<file path="src/rtl/cnn_pkg.sv">
// Shared arithmetic helpers for the CNN datapath: rounding shift and signed saturation.
// Helpers work on a 64-bit signed carrier; callers sign-extend in and truncate out.
package cnn_pkg;

    localparam int DEFAULT_ACC_WIDTH = 40;
    localparam int WIDE              = 64;

    typedef logic signed [WIDE-1:0] wide_t;

    // Round half up, then arithmetic shift; the wide carrier absorbs the rounding carry.
    function automatic wide_t round_shift(input wide_t value, input int shift);
        return (value + (wide_t'(1) <<< (shift - 1))) >>> shift;
    endfunction

    function automatic wide_t sat_signed(input wide_t value, input int width);
        wide_t hi;
        wide_t lo;
        hi = (wide_t'(1) <<< (width - 1)) - wide_t'(1);
        lo = -hi - wide_t'(1);
        if (value > hi) begin
            return hi;
        end
        if (value < lo) begin
            return lo;
        end
        return value;
    endfunction

endpackage

</file>
<file path="src/rtl/requant_sat.sv">
// Requantizer: round, arithmetic right shift by SHIFT, saturate to OUT_WIDTH signed.
// Latency: purely combinational.
// Backpressure: none; no state.
module requant_sat
    import cnn_pkg::*;
#(
    parameter int ACC_WIDTH = DEFAULT_ACC_WIDTH,
    parameter int SHIFT     = 8,
    parameter int OUT_WIDTH = 8
) (
    input  logic signed [ACC_WIDTH-1:0] value,
    output logic signed [OUT_WIDTH-1:0] result
);

    wide_t value_ext;

    assign value_ext = {{(WIDE - ACC_WIDTH){value[ACC_WIDTH-1]}}, value};
    assign result    = OUT_WIDTH'(sat_signed(round_shift(value_ext, SHIFT), OUT_WIDTH));

endmodule

</file>
<file path="src/rtl/psum_accumulator.sv">
// Partial-sum accumulator: sums NUM_PARTIALS adder-tree beats, requantizes, holds result.
// Latency: out_valid rises TREE_LATENCY+1 cycles after the final in_valid of a group.
// Backpressure: never stalls the tree; an unconsumed result is overwritten and flags overflow.
module psum_accumulator
    import cnn_pkg::*;
#(
    parameter int TREE_LATENCY = 3,
    parameter int NUM_PARTIALS = 4,
    parameter int ACC_WIDTH    = DEFAULT_ACC_WIDTH,
    parameter int SHIFT        = 8,
    parameter int OUT_WIDTH    = 8
) (
    input  logic                        clock,
    input  logic                        reset,
    input  logic                        in_valid,
    input  logic [31:0]                 tree_out,
    output logic signed [OUT_WIDTH-1:0] out_data,
    output logic                        out_valid,
    input  logic                        out_ready,
    output logic                        busy,
    output logic                        overflow
);

    localparam int              CNT_W = (NUM_PARTIALS > 1) ? $clog2(NUM_PARTIALS) : 1;
    localparam logic [CNT_W-1:0] LAST  = CNT_W'(NUM_PARTIALS - 1);

    logic [TREE_LATENCY-1:0]     vld_dly;
    logic                        beat_valid;
    logic                        last_beat;
    logic [CNT_W-1:0]            count;
    logic signed [ACC_WIDTH-1:0] acc;
    logic signed [ACC_WIDTH-1:0] beat_ext;
    logic signed [ACC_WIDTH-1:0] sum;
    logic signed [OUT_WIDTH-1:0] result;

    // The tree has a fixed depth, so a matched delay on in_valid marks its result cycle.
    assign beat_valid = vld_dly[TREE_LATENCY-1];
    assign beat_ext   = {{(ACC_WIDTH - 32){tree_out[31]}}, tree_out};
    assign sum        = ((count == '0) ? '0 : acc) + beat_ext;
    assign last_beat  = beat_valid && (count == LAST);
    assign busy       = (count != '0);

    requant_sat #(
        .ACC_WIDTH (ACC_WIDTH),
        .SHIFT     (SHIFT),
        .OUT_WIDTH (OUT_WIDTH)
    ) u_requant (
        .value  (sum),
        .result (result)
    );

    always_ff @(posedge clock) begin
        if (!reset) begin
            vld_dly   <= '0;
            count     <= '0;
            acc       <= '0;
            out_data  <= '0;
            out_valid <= 1'b0;
            overflow  <= 1'b0;
        end else begin
            vld_dly[0] <= in_valid;
            for (int i = 1; i < TREE_LATENCY; i++) begin
                vld_dly[i] <= vld_dly[i-1];
            end

            if (beat_valid) begin
                if (count == LAST) begin
                    count <= '0;
                end else begin
                    acc   <= sum;
                    count <= count + CNT_W'(1);
                end
            end

            // A new result always wins the register; losing an unread one is recorded.
            if (last_beat) begin
                out_data  <= result;
                out_valid <= 1'b1;
                if (out_valid && !out_ready) begin
                    overflow <= 1'b1;
                end
            end else if (out_valid && out_ready) begin
                out_valid <= 1'b0;
            end
        end
    end

endmodule

</file>
<file path="config.mk">
export PLATFORM = sky130hd
export DESIGN_NAME = psum_accumulator
export DESIGN_NICKNAME = d
export VERILOG_FILES = /design/src/rtl/cnn_pkg.sv /design/src/rtl/requant_sat.sv /design/src/rtl/psum_accumulator.sv
export SDC_FILE = /design/constraint.sdc
export NUM_CORES = 1
export LEC_CHECK = 0
export CORE_MARGIN = 2
export CORE_UTILIZATION = 45
export CTS_BUF_LIST = sky130_fd_sc_hd__clkbuf_4
export CTS_CLUSTER_SIZE = 20
export DETAILED_ROUTE_END_ITERATION = 6
export HOLD_SLACK_MARGIN = 0.08
export PLACE_DENSITY_LB_ADDON = 0.1
export SYNTH_ARGS = -nofsm -noshare
export SYNTH_HDL_FRONTEND = slang
export SYNTH_SLANG_ARGS = --single-unit
</file>
<file path="constraint.sdc">
create_clock -name clock -period 15.5 [get_ports clock]
set_clock_uncertainty 0.15 [all_clocks]
set_input_delay 2.325 -clock clock [delete_from_list [all_inputs] [get_ports clock]]
set_output_delay 2.325 -clock clock [all_outputs]
set_load 0.01 [all_outputs]
</file>
==> flow_metrics.tcl <==
set metrics [dict create \
    clock_latency_ns 0.43 \
    syn-cell-area_mm2 0.006350 \
    yosysSeqAreaShare_pct 17.34 \
    syn_nets 908 \
    drt_iter0_markers 461 \
    path_clk_slew_ns 0.19 \
    die_w_um 122.8 \
    power_leakage_nw 2.519 \
    synth_edf_count 0 \
    switching_share_pct 35.43 \
    grt_pass1_vias 5904 \
    cts_root_buffer "clkbuf_4" \
    drt_drc_violations_left 0 \
    power.density_mw_per_mm2 44.22 \
    total_power_uw 305.1 \
    tightest_slew_ns 1.083 \
    overflow 0 \
    met3_usage_pct 3.020 \
    grt_max_degree 59 \
    die_h_um 122.8 \
    synth_top_area_share_pct 17.34 \
    fin_tns_setup_ns 0 \
    use_met1_pct 34.70 \
    hold_viol_final 0 \
    grt_first_pass_wirelength_um 30300 \
    max_slew_margin_pct 26.65 \
    worstPathRequired_ns 15.72 \
    globalplace.congestion 0.8892 \
    dpl.hpwl_um 14460 \
    postCtsHoldBufs 0 \
    ys_ff_latch 55 \
    post_dp_cell_area_mm2 0.006829 \
    finalCritPeriodShare_pct 46.73 \
    num-fill-cells 1405 \
    routedWlPerCell_um 18.27 \
    min_period_ns 7.242 \
    critPathSlowestCell "or3_1" \
    cp_cell_sequence "clkdlybuf4s50_1, ha_1, a21oi_1, o21ai_0, a211oi_4, o21bai_2, xnor2_1, or4_4, or3_1, nor3_2, nand3_1, xnor2_1, or4_4, o22a_4, o211ai_2" \
    ant_nets 0 \
    post-cts-setup-buffers 0 \
    initial_utilization_pct 45.92 \
    final_util_pct 49.91 \
    cts.htree.levels 2 \
    start_kind "primary input" \
    grt.total_usage_pct 25.51 \
    dr.pass1.iters 5 \
    ys_types 98 \
    syn_inst 829 \
    antenna_found_initial 0 \
    fp-row-count 43 \
    fin_area_mm2 0.006900 \
    status "completed" \
    ys.warnings.count 0 \
    max_stage_delay_ns 0.58 \
    cts_resized 0 \
    p_switching_uw 108.1 \
    drv_cap 0 \
    report.final.slew_viol_count 0 \
    top_usage_layer "met2" \
    viasPerCell 6.003 \
    core_area_mm2 0.01383 \
    hold_class "flop to flop" \
    synthArstFlopShare_pct 0 \
    postSynthAreaPerCell_um2 7.660 \
    path_buf_inv 1 \
    synth_top_cell_by_area "dfxtp_1" \
    port_buffers 46 \
    cts_sinks 55 \
    p_int_uw 197.0 \
    worstSetupPathType "primary input to flop" \
    max_freq_ghz 0.1381 \
    grt.met2_usage_pct 42.37 \
    clockBufferDepth 2 \
    area_growth_pct 8.670 \
    yosys-top-cells-area "dfxtp_1 (17%), ha_1 (8.3%), nand2_1 (7.1%)" \
    setup_violations 0 \
    nets 920 \
    ios 47 \
    path_max_fanout 10 \
    clkPwrFrac_pct 25.2 \
    synth_flop_cell "dfxtp_1" \
    numCtsBuffers 5 \
    antenna_cells 0 \
    seq_power_share_pct 47.6 \
    layout-drive-gt1-share_pct 9.976 \
    cp-end-kind "flop" \
    max-vdd-ir-drop_v 0.00003825 \
    crit_family "simple AND/OR/NAND/NOR gates" \
    dr_total_vias 6135 \
    comb_power_share_pct 27.2 \
    wl_um 18680 \
    cts_tree "yes" \
    crit_arrival_ns 7.46 \
    die_area_mm2 0.01508 \
    rsz0062_at_grt "no" \
]
-- final cells by class --
class                      count  area (um2)  share of cell area [%]
clock buffer                   5       37.54                  0.5440
clock inverter                 3       33.78                  0.4896
inverter                      14       52.55                  0.7616
multi-input combinational    714        4952                   71.77
sequential                    55        1101                   15.96
tap                          180       225.2                   3.264
timing repair buffer          51       498.0                   7.217
-- metal layers --
metal	vias up	part of all wire, %
met3	29	4.8
met2	186	46
met4	0	2.2
met5	-	0
met1	2878	47
li1	3042	-
-- logic make-up (layout without fill, tap and decap cells) --
logic type | after synthesis | after routing | synth area share [%]
adders and majority gates | 43 | 43 | 8.591
DFF | 55 | 55 | 17.34
and+or+nand+nor | 371 | 371 | 32.67
buffers and inverters | 60 | 73 | 4.709
xor gates and xnor gates | 50 | 50 | 7.586
AOI/OAI and AO/OA | 238 | 238 | 27.15
muxes | 12 | 12 | 1.951
-- path summary, 6_finish.rpt --
kind                                   start           to  slack, ns  cells past startpoint
worst max register to register      count[0]  out_data[5]       9.47                     18
worst min-delay path              vld_dly[0]   vld_dly[1]       0.31                      1
worst max-delay path            tree_out[10]  out_data[5]       8.26                     15
worst min register to register    vld_dly[0]   vld_dly[1]       0.31                      1
-- cell usage in the layout (no fill, tap or decap), drive strengths merged, types with 5 or more instances in the layout --
master	n
a21oi	52
ha	42
a31oi	9
xor2	16
nor2	48
inv	15
o21ai	62
dfxtp	55
nor4b	5
a21o	11
or2	8
and2	30
and3	10
nor4	5
nor2b	45
nand3	13
nand4	26
a21boi	21
mux2i	9
or4	7
nand2b	5
or3	10
o21bai	5
a211oi	10
o211ai	14
buf	5
nor3	23
clkdlybuf4s50	46
xnor2	33
clkbuf	5
and4	11
o21a	10
nand2	121
-- Yosys cell counts (6+ instances only) --
cell	count
inv_1	14
nand3_1	13
and2_1	28
xnor2_1	30
o21ai_1	10
o21a_1	10
and3_1	10
dfxtp_1	55
nand4_1	22
a31oi_1	9
or2_2	8
or3_1	10
mux2i_1	9
nor2b_1	45
nor3_1	19
o211ai_2	7
a21o_1	10
buf_2	8
clkbuf_1	29
nor2_1	46
o211ai_1	6
a211oi_1	6
and4_1	9
nand2_1	120
xor2_1	15
a21boi_0	21
o21ai_0	48
ha_1	42
a21oi_1	49
-- sequential cells by signal, summed over array words and instances (netlist names) --
register,count
acc,40
out_data,8
out_valid,1
vld_dly,3
count,2
overflow,1
-- through the flow --
step           worst slack [ns]  hold slack [ns]  cells
5_1_grt                   8.044           0.3327   1022
6_report                  8.258           0.3079   1022
3_5_place_dp              7.889           0.2717   1014
2_1_floorplan             8.870           0.2619    829
3_3_place_gp              7.917           0.2634   1014
4_1_cts                   8.338           0.3149   1022
-- power groups by stage --
| stage | sequential (mW) | combinational (mW) | clock [mW] |
|---|---|---|---|
| floorplan | 0.148 | 0.0580 | 0 |
| global placement | 0.148 | 0.0812 | 0 |
| detailed placement | 0.148 | 0.0819 | 0 |
| CTS | 0.145 | 0.0823 | 0.0812 |
| global route | 0.146 | 0.0909 | 0.0854 |
| finish | 0.145 | 0.0830 | 0.0769 |
No activity file was read; power rests on OpenSTA's default activity.
